File: src/rtl/pipelined_carry_adder_pkg.sv
// Shared definitions for the pipelined carry adder: op encoding and segment sizing helpers.
package adder_pkg;

   typedef enum logic {
      OP_ADD = 1'b0,
      OP_SUB = 1'b1
   } op_e;

   function automatic int unsigned seg_width(input int unsigned width, input int unsigned stages);
      return (stages == 0) ? 0 : width / stages;
   endfunction

   function automatic bit stages_divide(input int unsigned width, input int unsigned stages);
      return (stages != 0) && ((width % stages) == 0);
   endfunction

endpackage

File: src/rtl/pipelined_carry_adder_if.sv
// Operand/result handshake bundle for the pipelined carry adder.
interface pipelined_carry_adder_if #(
   parameter int unsigned WIDTH = 32
) ();

   logic             in_valid;
   logic             in_ready;
   logic [WIDTH-1:0] a;
   logic [WIDTH-1:0] b;
   logic             cin;
   logic             op;
   logic             out_valid;
   logic             out_ready;
   logic [WIDTH-1:0] sum;
   logic             cout;
   logic             ovf;

   modport master (
      output in_valid, a, b, cin, op, out_ready,
      input  in_ready, out_valid, sum, cout, ovf
   );

   modport slave (
      input  in_valid, a, b, cin, op, out_ready,
      output in_ready, out_valid, sum, cout, ovf
   );

endinterface

File: src/rtl/pipelined_carry_adder_carry_segment.sv
// One SEG-bit ripple slice: {co, s} = x + y + ci.
module carry_segment #(
   parameter int unsigned SEG = 8
) (
   input  logic [SEG-1:0] x,
   input  logic [SEG-1:0] y,
   input  logic           ci,
   output logic [SEG-1:0] s,
   output logic           co
);

   logic [SEG:0] total;

   assign total   = {1'b0, x} + {1'b0, y} + {{SEG{1'b0}}, ci};
   assign {co, s} = total;

endmodule

File: src/rtl/pipelined_carry_adder.sv
// Adder/subtractor split into STAGES carry segments with a single global advance (stall) signal.
module pipelined_carry_adder
   import adder_pkg::*;
#(
   parameter int unsigned WIDTH  = 32,
   parameter int unsigned STAGES = 4
) (
   input logic                    clk,
   input logic                    rst,
   pipelined_carry_adder_if.slave bus
);

   localparam int unsigned SEG  = seg_width(WIDTH, STAGES);
   localparam int unsigned MSB  = WIDTH - 1;
   localparam int unsigned LAST = STAGES - 1;

   if (!stages_divide(WIDTH, STAGES)) begin : g_div_check
      $error("pipelined_carry_adder: WIDTH must be an exact multiple of STAGES");
   end
   if ((WIDTH < 2) || (WIDTH > 128)) begin : g_width_check
      $error("pipelined_carry_adder: WIDTH must lie in 2..128");
   end

   logic                              adv;
   logic [WIDTH-1:0]                  b_eff;
   logic                              cin_eff;

   logic [STAGES-1:0]                 vld_q, vld_d;
   logic [STAGES-1:0]                 cy_q, cy_d;
   logic [STAGES-1:0][WIDTH-1:0]      sum_q, sum_d;
   logic [STAGES-1:0][WIDTH-1:0]      a_q, a_d;
   logic [STAGES-1:0][WIDTH-1:0]      b_q, b_d;

   logic [STAGES-1:0][SEG-1:0]        seg_x, seg_y, seg_s;
   logic [STAGES-1:0]                 seg_ci, seg_co;

   // Whole pipe moves or whole pipe holds; no per-stage bubble collapsing.
   assign adv     = ~vld_q[LAST] | bus.out_ready;
   assign b_eff   = (bus.op == OP_SUB) ? ~bus.b : bus.b;
   assign cin_eff = (bus.op == OP_SUB) ? 1'b1 : bus.cin;

   always_comb begin
      seg_x     = '0;
      seg_y     = '0;
      seg_ci    = '0;
      seg_x[0]  = bus.a[SEG-1:0];
      seg_y[0]  = b_eff[SEG-1:0];
      seg_ci[0] = cin_eff;
      for (int k = 1; k < STAGES; k++) begin
         seg_x[k]  = a_q[k-1][k*SEG +: SEG];
         seg_y[k]  = b_q[k-1][k*SEG +: SEG];
         seg_ci[k] = cy_q[k-1];
      end
   end

   for (genvar k = 0; k < STAGES; k++) begin : g_seg
      carry_segment #(
         .SEG(SEG)
      ) u_seg (
         .x (seg_x[k]),
         .y (seg_y[k]),
         .ci(seg_ci[k]),
         .s (seg_s[k]),
         .co(seg_co[k])
      );
   end

   always_comb begin
      vld_d    = '0;
      cy_d     = '0;
      sum_d    = '0;
      a_d      = '0;
      b_d      = '0;
      vld_d[0] = bus.in_valid;
      // Operand registers only capture on an accepted beat; bubbles leave them untouched.
      if (bus.in_valid) begin
         a_d[0]            = bus.a;
         b_d[0]            = b_eff;
         sum_d[0][SEG-1:0] = seg_s[0];
         cy_d[0]           = seg_co[0];
      end else begin
         a_d[0]   = a_q[0];
         b_d[0]   = b_q[0];
         sum_d[0] = sum_q[0];
         cy_d[0]  = cy_q[0];
      end
      for (int k = 1; k < STAGES; k++) begin
         vld_d[k]                = vld_q[k-1];
         a_d[k]                  = a_q[k-1];
         b_d[k]                  = b_q[k-1];
         sum_d[k]                = sum_q[k-1];
         sum_d[k][k*SEG +: SEG]  = seg_s[k];
         cy_d[k]                 = seg_co[k];
      end
   end

   always_ff @(posedge clk) begin
      if (rst) begin
         vld_q <= '0;
         cy_q  <= '0;
         sum_q <= '0;
         a_q   <= '0;
         b_q   <= '0;
      end else if (adv) begin
         vld_q <= vld_d;
         cy_q  <= cy_d;
         sum_q <= sum_d;
         a_q   <= a_d;
         b_q   <= b_d;
      end
   end

   assign bus.in_ready  = adv;
   assign bus.out_valid = vld_q[LAST];
   assign bus.sum       = sum_q[LAST];
   assign bus.cout      = cy_q[LAST];
   assign bus.ovf       = (a_q[LAST][MSB] == b_q[LAST][MSB]) &
                          (sum_q[LAST][MSB] != a_q[LAST][MSB]);

endmodule

File: src/flat_wrapper.sv
// flat-port wrapper written by rule: the top's interface ports become plain ports
module pipelined_carry_adder_flat import adder_pkg::*;
#(
   parameter int unsigned WIDTH  = 32,
   parameter int unsigned STAGES = 4
)
  (clk, rst, bus_in_valid, bus_a, bus_b, bus_cin, bus_op, bus_out_ready, bus_in_ready, bus_out_valid, bus_sum, bus_cout, bus_ovf);
  pipelined_carry_adder_if #(.WIDTH(WIDTH)) bus_i ();
  input logic clk;
  input logic rst;
  input wire logic [$bits(bus_i.in_valid)-1:0] bus_in_valid;
  input wire logic [$bits(bus_i.a)-1:0] bus_a;
  input wire logic [$bits(bus_i.b)-1:0] bus_b;
  input wire logic [$bits(bus_i.cin)-1:0] bus_cin;
  input wire logic [$bits(bus_i.op)-1:0] bus_op;
  input wire logic [$bits(bus_i.out_ready)-1:0] bus_out_ready;
  output wire logic [$bits(bus_i.in_ready)-1:0] bus_in_ready;
  output wire logic [$bits(bus_i.out_valid)-1:0] bus_out_valid;
  output wire logic [$bits(bus_i.sum)-1:0] bus_sum;
  output wire logic [$bits(bus_i.cout)-1:0] bus_cout;
  output wire logic [$bits(bus_i.ovf)-1:0] bus_ovf;
  assign bus_i.in_valid = bus_in_valid;
  assign bus_i.a = bus_a;
  assign bus_i.b = bus_b;
  assign bus_i.cin = bus_cin;
  assign bus_i.op = bus_op;
  assign bus_i.out_ready = bus_out_ready;
  assign bus_in_ready = bus_i.in_ready;
  assign bus_out_valid = bus_i.out_valid;
  assign bus_sum = bus_i.sum;
  assign bus_cout = bus_i.cout;
  assign bus_ovf = bus_i.ovf;
  pipelined_carry_adder #(.WIDTH(WIDTH), .STAGES(STAGES)) u_core (.clk(clk), .rst(rst), .bus(bus_i));
endmodule
File: config.mk
export PLATFORM = sky130hd
export DESIGN_NAME = pipelined_carry_adder_flat
export DESIGN_NICKNAME = d
export VERILOG_FILES = /design/src/rtl/pipelined_carry_adder_pkg.sv /design/src/rtl/pipelined_carry_adder_if.sv /design/src/rtl/pipelined_carry_adder_carry_segment.sv /design/src/rtl/pipelined_carry_adder.sv /design/src/flat_wrapper.sv
export SDC_FILE = /design/constraint.sdc
export NUM_CORES = 1
export LEC_CHECK = 0
export BUFFER_PORTS_ARGS = -buffer_cell sky130_fd_sc_hd__buf_2
export CORE_ASPECT_RATIO = 1.1
export CORE_UTILIZATION = 60
export CTS_BUF_LIST = sky130_fd_sc_hd__clkbuf_8
export DETAILED_ROUTE_END_ITERATION = 16
export PLACE_DENSITY = 0.92
export SYNTH_ARGS = -nofsm -noshare
export SYNTH_HDL_FRONTEND = slang
export SYNTH_HIERARCHICAL = 1
export SYNTH_SLANG_ARGS = --single-unit
File: constraint.sdc
create_clock -name clk -period 3.4 [get_ports clk]
set_input_delay 0.51 -clock clk [delete_from_list [all_inputs] [get_ports clk]]
set_output_delay 0.51 -clock clk [all_outputs]
set_load 0.02 [all_outputs]
Yosys cells after proc, flatten, opt, wreduce, memory -nomap -nowiden
Index checks and enable logic that the tools add are counted.
Widths: inputs -> output; s select.
{ "totals": {"out_inout_bits": 36, "word_cells": 32, "in_bits": 70, "register_bits": 344} }
{ "classes": {"muxes": 2, "bitwise_logic": 4, "add_sub_neg": 8, "n_reduce_logical": 1, "n_eq_ne": 2} }
{ "op_table": {"columns": ["op", "count"], "rows": [
  ["$add 8x8->9", 4],
  ["$add 9x1->9", 4],
  ["$mux 32", 1],
  ["$not 32->32", 1],
  ["$reduce_and 2->1", 1],
  ["$and 1x1->1", 1],
  ["$eq 1x1->1", 1],
  ["$mux 1", 1],
  ["$ne 1x1->1", 1],
  ["$not 1->1", 1],
  ["$or 1x1->1", 1]
]} }

Longest topological paths before layout
{ "depth": {"depth_word": 4, "mapped_depth": 10, "ltp_nobuf": 8} }

Modules after synthesis
The synthesis kept the hierarchy.
{ "modules_own_cells": {"columns": ["mod", "n_inst", "seq_area_each_um2", "area_per_inst_um2", "cells_each"], "rows": [
  ["pipelined_carry_adder", 1, 3723.6, 6895.4, 835],
  ["carry_segment at u_core.g_seg[0].u_seg ...", 3, 0.0, 331.6, 40],
  ["carry_segment at u_core.g_seg[2].u_seg", 1, 0.0, 331.6, 42]
]} }

Worst setup path after synthesis
No wires, ideal clock.
{ "synth_timing": {"path_type": "input to register", "start": "in bus_op", "end": "reg u_core.sum_q (netlist bit u_core/sum_d[38])", "setup_slack_ns": 0.777, "arrival_time_ns": 2.553, "setup_time_ns": 0.070, "path_buffers": 2, "required_time_ns": 3.330, "cell_stages": 10, "path_cell_list": "buf_4 buf_4 or2_2 fa_1 fa_1 a21oi_1 o21a_1 xnor2_1 nand3_1 a21oi_1"} }
{ "synth_rtl": {"columns": ["item", "line", "text"], "rows": [
  ["start, declared", "flat_wrapper.sv:15", "input wire logic [$bits(bus_i.op)-1:0] bus_op;"],
  ["end signal, assigned", "pipelined_carry_adder.sv:107", "sum_q <= sum_d;"],
  ["end, declared", "pipelined_carry_adder.sv:30", "logic [STAGES-1:0][WIDTH-1:0] sum_q, sum_d;"]
]} }

==> results.py <==
metrics = {
    "pwr": {
        "p_comb_share_pct": 12.6,
        "swShare_pct": 25.4,
        "ir_drop_v": 0.000356,
        "intPower_mw": 3.43,
        "switching_power_mw": 1.17,
        "pwr-share-clk_pct": 35.7,
        "p_leak_nw": 3.63,
        "pwr-share-seq_pct": 51.8,
        "p_per_area_nw_per_um2": 505,
    },
    "worst_setup_path": {
        "cp_max_fo": 13,
        "arrival_ns": 2.62,
        "slowest_stage": "fa_1",
        "worst_setup_path_start_kind": "input port",
        "crit_buf_inv": 1,
        "critical-path-top-delay-family": "adder cells",
        "cp_slowest_stage_delay_ns": 0.41,
        "critical_path_required_ns": 3.78,
        "path_cells": "buf_2, or2_2, fa_1, fa_1, a21oi_1, o21a_1, xnor2_1, nand3_1, a21oi_1",
        "critPathKind": "input port to flip-flop",
        "end_kind": "flip-flop",
    },
    "timing": {
        "hold_viol_final": 0,
        "min_period_ns": 2.24,
        "tns_ns": 0,
        "timing.final.crit_share_pct": 65.8,
        "tightest_slew_ns": 0.946,
        "setup_viol": 0,
        "fmax_mhz": 447,
        "rsz0062_at_grt": "false",
        "layout_setup_ws_ns": 1.16,
        "drv_slew": 0,
        "skew_ns": 0.0149,
        "maxSlewHeadroom_pct": 36.9,
    },
    "grt": {
        "grt_pass1_wl_mm": 28.3,
        "antenna_found_initial": 0,
        "grt_max_degree": 164,
        "grtUsageTotal_pct": 24.5,
        "grt_pass1_vias": 6116,
        "grt.overflow.total": 0,
    },
    "clock_network": {
        "tritoncts": "yes",
        "clock_path_buffers": 2,
        "clock_latency_ns": 0.46,
        "cts_sinks": 186,
        "cts_hold_buf": 0,
        "cts_setup_buffers": 0,
        "ctsRootBufferMaster": "clkbuf_8",
        "cts_resized": 0,
        "htreeDepth": 4,
        "cts_buffers": 17,
        "clk_pin_slew_ns": 0.09,
    },
    "synthesis": {
        "synthTopCellsByArea": "dfxtp_1 (45%), a21oi_1 (12%), nand2_1 (12%)",
        "yosys_most_used_dff": "dfxtp_1",
        "yosys.area.top_type_share_pct": 45.3,
        "avgSynthCellArea_sq_um": 8.25,
        "synth_top_cell_by_area": "dfxtp_1",
        "synthCells": 997,
        "synth_edf_count": 0,
        "synthesis.nets": 1103,
        "ys_seq_area_share_pct": 45.3,
        "synth_cell_types": 38,
        "synth_commonest_cells": "nand2_1 (267), a21oi_1 (202), dfxtp_1 (186)",
        "ys_warn_count": 6,
        "netlist_area_sq_um": 8220,
        "ys_ff_latch": 186,
        "async_flop_share_pct": 0,
        "synth.most_common_cell": "nand2_1",
    },
    "placed_design": {
        "port_buffers": 105,
        "routabilityCongestion": 0.819,
        "dpl.hpwl_mm": 11.2,
        "preCtsSetupSlack_ns": 0.702,
    },
    "routing": {
        "final_antenna_net_count": 0,
        "drcViolationCount": 0,
        "drt_wl_total_mm": 17.1,
        "num_vias": 6957,
        "firstDrtPassIters": 5,
        "wl_per_cell_um": 13.6,
        "drt_iter0_drc": 596,
        "viasPerCell": 5.56,
    },
    "finish": {
        "finalNetCount": 1161,
        "final_util_pct": 68.6,
        "syn_to_final_growth_pct": 10.7,
        "multi_input_area_sq_um": 4010,
        "num-fill-cells": 1102,
        "num_antenna_cells": 0,
        "final_layout_size_suffix_gt1_share_pct": 14.8,
        "ff_latch_area_sq_um": 3720,
    },
    "min_path": {
        "min_path_type": "input port to flip-flop",
    },
    "outcome": {
        "status": "completed",
    },
    "floorplanning": {
        "core_sq_um": 13300,
        "initial_utilization_pct": 62.0,
        "pin_count": 106,
        "rows": 44,
        "die-area_sq_um": 14200,
        "die_y_um": 125,
        "dieWidth_um": 114,
    },
    "flow_run": {
        "drv_cap": 0,
    },
}
## flip-flops by register name, indices dropped and copies added (netlist names)
| signal | cells |
|---|---|
| u_core/b_d | 48 |
| u_core/cy_q | 4 |
| u_core/bus.sum | 32 |
| u_core/vld_q | 4 |
| u_core/a_q | 1 |
| u_core/b_q | 1 |
| u_core/sum_d | 48 |
| u_core/a_d | 48 |
## metrics by stage
| stage | hold WS, ns | instances | power [mW] | cell area [sq um] |
|---|---|---|---|---|
| after floorplan | 0.432 | 997 | 2.84 | 8220 |
| after global placement | 0.436 | 1220 | 2.97 | 8640 |
| after detailed placement | 0.441 | 1220 | 2.99 | 8640 |
| after CTS | 0.290 | 1252 | 4.61 | 9100 |
| after global routing | 0.298 | 1252 | 4.79 | 9100 |
| final | 0.316 | 1252 | 4.59 | 9100 |
## cell type report
class	instances	area share, %
repair buffers	114	6.86
multi-input cells	722	44.1
clock inverters	15	2.43
clock buffers	17	2.57
flip-flops and latches	186	40.9
inverters	14	0.605
well taps	184	2.53
## final timing paths
| kind | start | end | slack, ns | cells past startpoint |
|---|---|---|---|---|
| worst max-delay path | bus_op | u_core/sum_d[38]$_SDFFE_PP0P_ | 1.16 | 9 |
| worst min register to register | u_core/bus.sum[7]$_SDFFE_PP0P_ | u_core/bus.sum[7]$_SDFFE_PP0P_ | 0.45 | 2 |
| worst max register to register | u_core/b_d[40]$_SDFFE_PP0P_ | u_core/sum_d[78]$_SDFFE_PP0P_ | 1.30 | 7 |
| worst min-delay path | bus_a[31] | u_core/a_d[63]$_SDFFE_PP0P_ | 0.32 | 3 |
## cell usage in the layout (no fill, tap or decap), types with 5 or more instances in the layout
master       n
clkbuf_8    17
bufinv_16    5
nor2_1       5
nor3_1       5
nor2b_1      5
ha_1        28
inv_1       11
xor2_1      16
nand3_1     41
a311o_1      8
buf_4        7
dfxtp_1    186
a21oi_1    202
nand2_1    267
fa_1         8
xnor2_1     32
a21o_1       8
buf_2      104
a211oi_1    24
o21ai_0     38
## power by group through the flow
| stage | clock, mW | combinational (mW) | sequential (mW) |
|---|---|---|---|
| final | 1.64 | 0.576 | 2.38 |
| after global routing | 1.75 | 0.644 | 2.39 |
| after CTS | 1.66 | 0.573 | 2.38 |
| after global placement | 0 | 0.549 | 2.42 |
| after detailed placement | 0 | 0.567 | 2.43 |
| after floorplan | 0 | 0.413 | 2.42 |
## per-layer routing
metal	vias to the layer above	part of all wire, %	global-route usage (%)
met5	-	0	0
met2	229	46	37.4
met3	22	6.7	4.87
li1	3498	-	-
met4	0	1.4	8.28
met1	3208	46	34.3
## logic make-up (layout without fill, tap and decap cells)
group / after synthesis / count (layout) / share of synthesized area, %
and+or+nand+nor: 339 / 339 / 17.0
AOI/OAI and AO/OA: 298 / 298 / 20.4
buffers and inverters: 89 / 160 / 5.95
DFF: 186 / 186 / 45.3
muxes: 1 / 1 / 0.122
adders and majority gates: 36 / 36 / 6.21
xor gates and xnor gates: 48 / 48 / 5.11
## worst min-delay path, stage by stage
cell	delay, ns
buf_2	0.10
nand3_1	0.06
a21oi_1	0.05
No activity file was read; power rests on OpenSTA's default activity.
